==> src/rtl/rect_fill_writer.sv <==
// -----------------------------------------------------------------------------
// rect_fill_writer
//
// Drawing stage that feeds one framebuffer write port. It accepts
// solid-rectangle draw commands over a valid/ready handshake, clips each one
// to the H_RES x V_RES screen, and emits one 4-bit colour-index write per
// clock in row-major order.
//
// Optional feature (compile-time macro RECT_FRAME_CLEAR_EN):
//   A rising edge on vsync schedules a full-buffer clear with CLEAR_COLOR.
//   The clear starts once the block is back in IDLE and takes priority over
//   a waiting command. Without the macro, vsync is ignored.
//
// Parameters:
//   H_RES, V_RES  visible screen size (the row-base shift-add assumes 640)
//   ADDR_W        framebuffer address width
//   CLEAR_COLOR   colour index written by the frame clear
//
// Ports:
//   clk           pixel clock, all logic on the rising edge
//   reset         asynchronous, active-high reset
//   vsync         frame sync, synchronous to clk (used only with the macro)
//   cmd_valid     command present
//   cmd_ready     block can accept a command (combinational from state)
//   cmd_x0/cmd_y0 top-left corner of the rectangle
//   cmd_w/cmd_h   rectangle size in pixels/lines
//   cmd_color     colour index to fill with
//   wr_en         registered write strobe
//   wr_addr       registered pixel address, y*H_RES + x
//   wr_data       registered colour index
//   busy          state is not IDLE
//   rect_done     registered one-cycle pulse when a command finishes
// -----------------------------------------------------------------------------
module rect_fill_writer #(
    parameter int         H_RES       = 640,
    parameter int         V_RES       = 480,
    parameter int         ADDR_W      = 19,
    parameter logic [3:0] CLEAR_COLOR = 4'd0
) (
    input  logic              clk,
    input  logic              reset,
    input  logic              vsync,
    input  logic              cmd_valid,
    output logic              cmd_ready,
    input  logic [9:0]        cmd_x0,
    input  logic [8:0]        cmd_y0,
    input  logic [9:0]        cmd_w,
    input  logic [8:0]        cmd_h,
    input  logic [3:0]        cmd_color,
    output logic              wr_en,
    output logic [ADDR_W-1:0] wr_addr,
    output logic [3:0]        wr_data,
    output logic              busy,
    output logic              rect_done
);

    localparam logic [10:0]       H_RES_C   = 11'(H_RES);
    localparam logic [10:0]       V_RES_C   = 11'(V_RES);
    localparam logic [ADDR_W-1:0] LINE_STEP = ADDR_W'(H_RES);

    typedef enum logic [1:0] {
        S_IDLE  = 2'd0,
        S_SETUP = 2'd1,
        S_FILL  = 2'd2
`ifdef RECT_FRAME_CLEAR_EN
        ,
        S_CLEAR = 2'd3
`endif
    } state_t;

    state_t state;
    state_t state_next;

    // Latched command fields; the command inputs are don't-care after accept.
    logic [9:0]        x0_q;
    logic [8:0]        y0_q;
    logic [9:0]        w_q;
    logic [8:0]        h_q;
    logic [3:0]        color_q;

    // Clipped bounds (exclusive) and the fill walk position.
    logic [10:0]       x_end_q;
    logic [10:0]       y_end_q;
    logic [9:0]        cur_x;
    logic [8:0]        cur_y;
    logic [ADDR_W-1:0] row_base_q;

    logic [10:0]       x_sum;
    logic [10:0]       y_sum;
    logic [10:0]       x_end;
    logic [10:0]       y_end;
    logic              rect_empty;
    logic [ADDR_W-1:0] row_base;
    logic              row_last;
    logic              rect_last;
    logic              accept;

    // -------------------------------------------------------------------------
    // Optional frame clear
    // -------------------------------------------------------------------------
`ifdef RECT_FRAME_CLEAR_EN
    localparam logic [ADDR_W-1:0] LAST_ADDR = ADDR_W'(H_RES * V_RES - 1);

    logic vsync_q;
    logic clear_pending;
    logic vsync_rise;
    logic start_clear;
    logic clear_last;

    assign vsync_rise  = vsync && !vsync_q;
    assign start_clear = (state == S_IDLE) && clear_pending;
    assign clear_last  = (wr_addr == LAST_ADDR);
    assign cmd_ready   = (state == S_IDLE) && !clear_pending;

    always_ff @(posedge clk or posedge reset) begin
        if (reset) begin
            vsync_q       <= 1'b0;
            clear_pending <= 1'b0;
        end else begin
            vsync_q <= vsync;
            // Taking the pending clear wins over a coincident edge; an edge
            // seen while already clearing is dropped.
            if (start_clear) begin
                clear_pending <= 1'b0;
            end else if (vsync_rise && (state != S_CLEAR)) begin
                clear_pending <= 1'b1;
            end
        end
    end
`else
    logic [4:0] unused_ok;
    assign unused_ok = {vsync, CLEAR_COLOR};
    assign cmd_ready = (state == S_IDLE);
`endif

    // -------------------------------------------------------------------------
    // Clipping and walk arithmetic
    // -------------------------------------------------------------------------
    assign x_sum = {1'b0, x0_q} + {1'b0, w_q};
    assign y_sum = {2'b0, y0_q} + {2'b0, h_q};
    assign x_end = (x_sum > H_RES_C) ? H_RES_C : x_sum;
    assign y_end = (y_sum > V_RES_C) ? V_RES_C : y_sum;

    assign rect_empty = ({1'b0, x0_q} >= H_RES_C) || ({2'b0, y0_q} >= V_RES_C) ||
                        (w_q == 10'd0) || (h_q == 9'd0);

    // y*640 as y*512 + y*128, avoiding a general multiplier.
    assign row_base = (ADDR_W'(y0_q) << 9) + (ADDR_W'(y0_q) << 7);

    assign row_last  = (({1'b0, cur_x} + 11'd1) == x_end_q);
    assign rect_last = row_last && (({2'b0, cur_y} + 11'd1) == y_end_q);

    assign accept = (state == S_IDLE) && cmd_valid && cmd_ready;
    assign busy   = (state != S_IDLE);

    // -------------------------------------------------------------------------
    // FSM
    // -------------------------------------------------------------------------
    always_ff @(posedge clk or posedge reset) begin
        if (reset) begin
            state <= S_IDLE;
        end else begin
            state <= state_next;
        end
    end

    // NOTE: every output of a combinational block gets a default before the
    // case, so no path leaves it unassigned and no latch is inferred.
    always_comb begin
        state_next = state;
        case (state)
            S_IDLE: begin
`ifdef RECT_FRAME_CLEAR_EN
                if (start_clear) begin
                    state_next = S_CLEAR;
                end else
`endif
                if (accept) begin
                    state_next = S_SETUP;
                end
            end
            S_SETUP: state_next = rect_empty ? S_IDLE : S_FILL;
            S_FILL: begin
                if (rect_last) begin
                    state_next = S_IDLE;
                end
            end
`ifdef RECT_FRAME_CLEAR_EN
            S_CLEAR: begin
                if (clear_last) begin
                    state_next = S_IDLE;
                end
            end
`endif
            default: state_next = S_IDLE;
        endcase
    end

    // -------------------------------------------------------------------------
    // Datapath and registered outputs
    // -------------------------------------------------------------------------
    // NOTE: sequential state uses non-blocking assignments so every register
    // samples the pre-edge values, independent of statement order.
    always_ff @(posedge clk or posedge reset) begin
        if (reset) begin
            wr_en      <= 1'b0;
            wr_addr    <= '0;
            wr_data    <= 4'd0;
            rect_done  <= 1'b0;
            x0_q       <= '0;
            y0_q       <= '0;
            w_q        <= '0;
            h_q        <= '0;
            color_q    <= '0;
            x_end_q    <= '0;
            y_end_q    <= '0;
            cur_x      <= '0;
            cur_y      <= '0;
            row_base_q <= '0;
        end else begin
            rect_done <= 1'b0;
            case (state)
                S_IDLE: begin
`ifdef RECT_FRAME_CLEAR_EN
                    if (start_clear) begin
                        wr_en   <= 1'b1;
                        wr_addr <= '0;
                        wr_data <= CLEAR_COLOR;
                    end else
`endif
                    if (accept) begin
                        x0_q    <= cmd_x0;
                        y0_q    <= cmd_y0;
                        w_q     <= cmd_w;
                        h_q     <= cmd_h;
                        color_q <= cmd_color;
                    end
                end
                S_SETUP: begin
                    x_end_q <= x_end;
                    y_end_q <= y_end;
                    if (rect_empty) begin
                        rect_done <= 1'b1;
                    end else begin
                        wr_en      <= 1'b1;
                        wr_addr    <= row_base + ADDR_W'(x0_q);
                        wr_data    <= color_q;
                        cur_x      <= x0_q;
                        cur_y      <= y0_q;
                        row_base_q <= row_base;
                    end
                end
                S_FILL: begin
                    if (rect_last) begin
                        wr_en     <= 1'b0;
                        rect_done <= 1'b1;
                    end else if (row_last) begin
                        // Wrap to the next row with no bubble cycle.
                        cur_x      <= x0_q;
                        cur_y      <= cur_y + 9'd1;
                        row_base_q <= row_base_q + LINE_STEP;
                        wr_addr    <= row_base_q + LINE_STEP + ADDR_W'(x0_q);
                    end else begin
                        cur_x   <= cur_x + 10'd1;
                        wr_addr <= wr_addr + ADDR_W'(1);
                    end
                end
`ifdef RECT_FRAME_CLEAR_EN
                S_CLEAR: begin
                    if (clear_last) begin
                        wr_en <= 1'b0;
                    end else begin
                        wr_addr <= wr_addr + ADDR_W'(1);
                    end
                end
`endif
                default: ;
            endcase
        end
    end

endmodule

==> config.mk <==
export PLATFORM = sky130hd
export DESIGN_NAME = rect_fill_writer
export DESIGN_NICKNAME = d
export VERILOG_FILES = /design/src/rtl/rect_fill_writer.sv
export SDC_FILE = /design/constraint.sdc
export NUM_CORES = 1
export LEC_CHECK = 0
export BUFFER_PORTS_ARGS = -buffer_cell sky130_fd_sc_hd__buf_2
export CORE_UTILIZATION = 55
export CTS_BUF_LIST = sky130_fd_sc_hd__clkbuf_2 sky130_fd_sc_hd__clkbuf_4 sky130_fd_sc_hd__clkbuf_8
export CTS_CLUSTER_SIZE = 16
export DETAILED_ROUTE_END_ITERATION = 6
export PLACE_DENSITY_LB_ADDON = 0.08
export SYNTH_ARGS = -nofsm -noshare
export SYNTH_HDL_FRONTEND = slang
export SYNTH_SLANG_ARGS = --single-unit
==> constraint.sdc <==
create_clock -name clk -period 3.66 [get_ports clk]
set_input_delay 0.183 -clock clk [delete_from_list [all_inputs] [get_ports clk]]
set_output_delay 0.183 -clock clk [all_outputs]
set_load 0.02 [all_outputs]
==> results by group <==
Worst setup path
  • Critical R2R Launch: cur_y[4]
  • Worst path cell trace: nand4_1 > o311ai_0 > o41a_1 > a211oi_1 > nand2_1 > o31a_1 > buf_4 > a21bo_2 > a22o_1
  • Flop2flop setup slack: 0.38 ns
  • CP max-delay cell: o31a_1
  • Reg2reg end: cur_x[5]
  • Worst Setup SP: cur_y[4]
  • Path depth of the worst reg2reg path: 9
  • Worst path bufs/invs: 1
  • Setup crit end kind: flop
  • Worst path max stage delay: 0.57 ns
  • Cell family with most CP delay: compound AO/OA/AOI/OAI gates
  • CP Launch Type: flop
  • Cell count along the critical path: 9
  • Setup crit end: cur_x[5]
  • Critical path class: reg2reg
  • CP Data Required Time: 4.01 ns
  • CP max FO: 21
  • Worst EP arrival: 3.63 ns

Timing
  • Slew @ Worst Pin: 0.962 ns
  • Unrepaired setup endpoints after global routing: no
  • Setup_tns: 0 ns
  • Final min period: 3.28 ns
  • Final hold vios: 0
  • Setup violators final: 0
  • Max-slew headroom: 35.6%
  • Clock skew: 0.0189 ns
  • Min Hold Slack: 0.0534 ns
  • Max frequency: 0.305 GHz
  • Period utilization: 89.7%
  • Final Slew Violations: 0

Clock tree
  • Worst-skew pair later-pin latency: 0.46 ns
  • Clk root buf: clkbuf_8
  • Cts bufs inserted: 17
  • H-tree Lvls: 4
  • Bufs on Longest Clock Path: 2
  • Clk sink count: 121
  • CTS tree: built
  • Clock-pin slew on the worst setup and hold paths: 0.08 ns
  • Postcts setup bufs: 0

Placed design
  • Post-DP HPWL: 15500 um
  • RePlAce Congestion: 0.904
  • # port buffers: 71

Yosys
  • Post-synthesis cell count: 942
  • Ys async rst share: 100%
  • Synth cell types: 75
  • Syn Nets: 1032
  • EDFF count, synth: 0
  • Seq/Total Area, Yosys: 35.3%
  • Prevailing post-synth register cell: dfrtp_1
  • Seq cells post-synth: 121
  • Mapped Area: 8580 um^2
  • Warnings from Yosys: 0
  • Synth Area per Inst: 9.11 um^2

Final layout
  • Nets: 1143
  • Area of the multi-input gates: 5210 um^2
  • Antenna diodes: 0
  • Share of layout cells above drive strength 1: 17.8%
  • Area overhead of the layout relative to synthesis: 16.7%
  • Sequential Area: 3030 um^2
  • Filler cells: 1263

Global route
  • Number of global-route vias before repair: 7192
  • Largest net degree at the start of global routing: 71
  • Initial antenna violation count: 0
  • Gr ovfl total: 0
  • First-pass GRT wire length: 36200 um
  • GRT Total Usage: 28.8%

Route
  • Via count: 7561
  • DRT Pass-1 Iters: 5
  • DRC viols: 0
  • Routed wire per std cell: 17.8 um
  • Iteration-0 DRC Markers: 452
  • Final wirelength: 22300 um
  • Antenna Nets Post-Route: 0
  • Vias per inst: 6.03

Power
  • Maximum vdd drop: 0.000210 V
  • Pwr/cell area: 276 nW/um^2
  • Pleak: 4.60 nW

Floorplanning
  • I/O pin total: 73
  • Die Footprint: 16100 um^2
  • Die X: 127 um
  • Starting Density: 56.4%
  • Core ar.: 15200 um^2
  • Std cell rows: 45
  • Die H: 127 um

Run status
  • Status: finished clean

Run
  • MaxCap Viol Count: 0

Min path
  • HP Class: in2reg
  • Worst Hold Depth: 3
[Yosys cell counts (6+ instances only)]
| library cell | n | area, um^2 |
|---|---|---|
| o211ai_1 | 7 | 52.6 |
| inv_1 | 38 | 143 |
| a21o_1 | 11 | 82.6 |
| o2bb2ai_1 | 14 | 123 |
| a31oi_1 | 12 | 75.1 |
| buf_2 | 8 | 40.0 |
| xnor2_1 | 48 | 420 |
| nor4_1 | 11 | 68.8 |
| xor2_1 | 27 | 236 |
| and3_1 | 15 | 93.8 |
| nor2_1 | 72 | 270 |
| o311ai_0 | 6 | 52.6 |
| ha_1 | 40 | 500 |
| nand2_1 | 66 | 248 |
| mux2_2 | 50 | 563 |
| mux2i_1 | 12 | 120 |
| or3_1 | 8 | 50.1 |
| o21ai_0 | 52 | 260 |
| nand3_1 | 35 | 175 |
| o22ai_1 | 8 | 50.1 |
| o21a_1 | 13 | 97.6 |
| nand2b_1 | 10 | 62.6 |
| dfrtp_1 | 121 | 3030 |
| a21boi_0 | 6 | 45.0 |
| and4_1 | 6 | 52.6 |
| clkbuf_1 | 28 | 105 |
| a21oi_1 | 59 | 295 |
| nor2b_1 | 11 | 68.8 |
| nor3_1 | 20 | 100 |
| a211oi_1 | 17 | 128 |
| a22oi_1 | 8 | 60.1 |
| nand4_1 | 13 | 81.3 |
[worst min path at each step]
stage	slack (ns)	start	to
detailed placement	0.35	reset	w_q[2]
global placement	0.34	reset	w_q[2]
floorplan	0.33	cmd_x0[9]	x0_q[9]
CTS	0.04	cmd_valid	state[0]
finish	0.05	cmd_valid	state[0]
global route	0.09	cmd_valid	state[0]
[flip-flops by register name, summed over array words and instances (netlist names)]
| signal | cells |
|---|---|
| rect_done | 1 |
| y_end_q | 10 |
| x_end_q | 11 |
| wr_addr | 19 |
| w_q | 10 |
| state | 2 |
| cur_x | 10 |
| h_q | 9 |
| wr_data | 4 |
| cur_y | 9 |
| color_q | 4 |
| y0_q | 9 |
| row_base_q | 12 |
| wr_en | 1 |
| x0_q | 10 |
[what timing repair did]
item	4_1_cts	5_1_grt
endpoints found under the hold margin	94	0
hold buffers	43	0
gates resized for setup	0	0
endpoints found under the setup margin	0	0
[tightest hold or removal path: stages]
cell and delay [ns]:
buf_2 0.11, a21oi_1 0.06, a21oi_1 0.10
[routing by layer]
metal / routed length (um) / global-route usage, % / part of all wire, %
met1: 10400 / 38.4 / 47
met4: 450 / 9.80 / 2.0
met2: 10400 / 47.8 / 47
met3: 1030 / 4.60 / 4.6
met5: 0 / 0 / 0
[report_power, final]
| part | internal [mW] | switching, mW |
|---|---|---|
| registers | 1.34 | 0 |
| clock network | 0.689 | 0.650 |
| logic | 0.0491 | 0.0409 |
[kinds of logic (layout without fill, tap and decap cells)]
| kind of cell | Yosys count | in the layout | synth area share (%) |
|---|---|---|---|
| fa+ha+maj | 44 | 44 | 6.77 |
| buf+inv | 84 | 208 | 4.08 |
| compound gates | 264 | 264 | 20.6 |
| other cells | 1 | 1 | 0.0437 |
| xor+xnor | 75 | 75 | 7.66 |
| flops | 121 | 121 | 35.3 |
| simple gates | 287 | 287 | 16.9 |
| mux | 66 | 66 | 8.66 |
[cell usage in the layout, fill, tap and decap left out, types with 37 or more instances in the layout]
master         synthesis  final
a21oi_1               59     59
inv_1                 38     37
nand2_1               66     65
buf_2                  8     71
ha_1                  40     39
o21ai_0               52     50
dfrtp_1              121    121
dlygate4sd3_1          0     43
mux2_2                50     50
nor2_1                72     72
xnor2_1               48     48
[stage by stage]
stage / cell area [um^2] / utilization (%) / std cells / power (mW) / setup WS, ns
floorplan: 8580 / - / 942 / 1.38 / 0.263
global placement: 9160 / 60.3 / 1179 / 1.42 / 0.490
detailed placement: 9160 / 60.3 / 1179 / 1.42 / 0.418
CTS: 10000 / 65.9 / 1254 / 2.76 / 0.423
global route: 10000 / 65.9 / 1254 / 2.83 / 0.117
finish: 10000 / 65.9 / 1254 / 2.76 / 0.376
[cell type report]
type                    count  area share [%]
clock inverters            15            1.87
multi-input cells         737            52.0
inverters                  39            1.49
repair buffers            137            9.70
well taps                 188            2.35
flip-flops and latches    121            30.2
clock buffers              17            2.34
No activity file was read; power rests on OpenSTA's default activity.
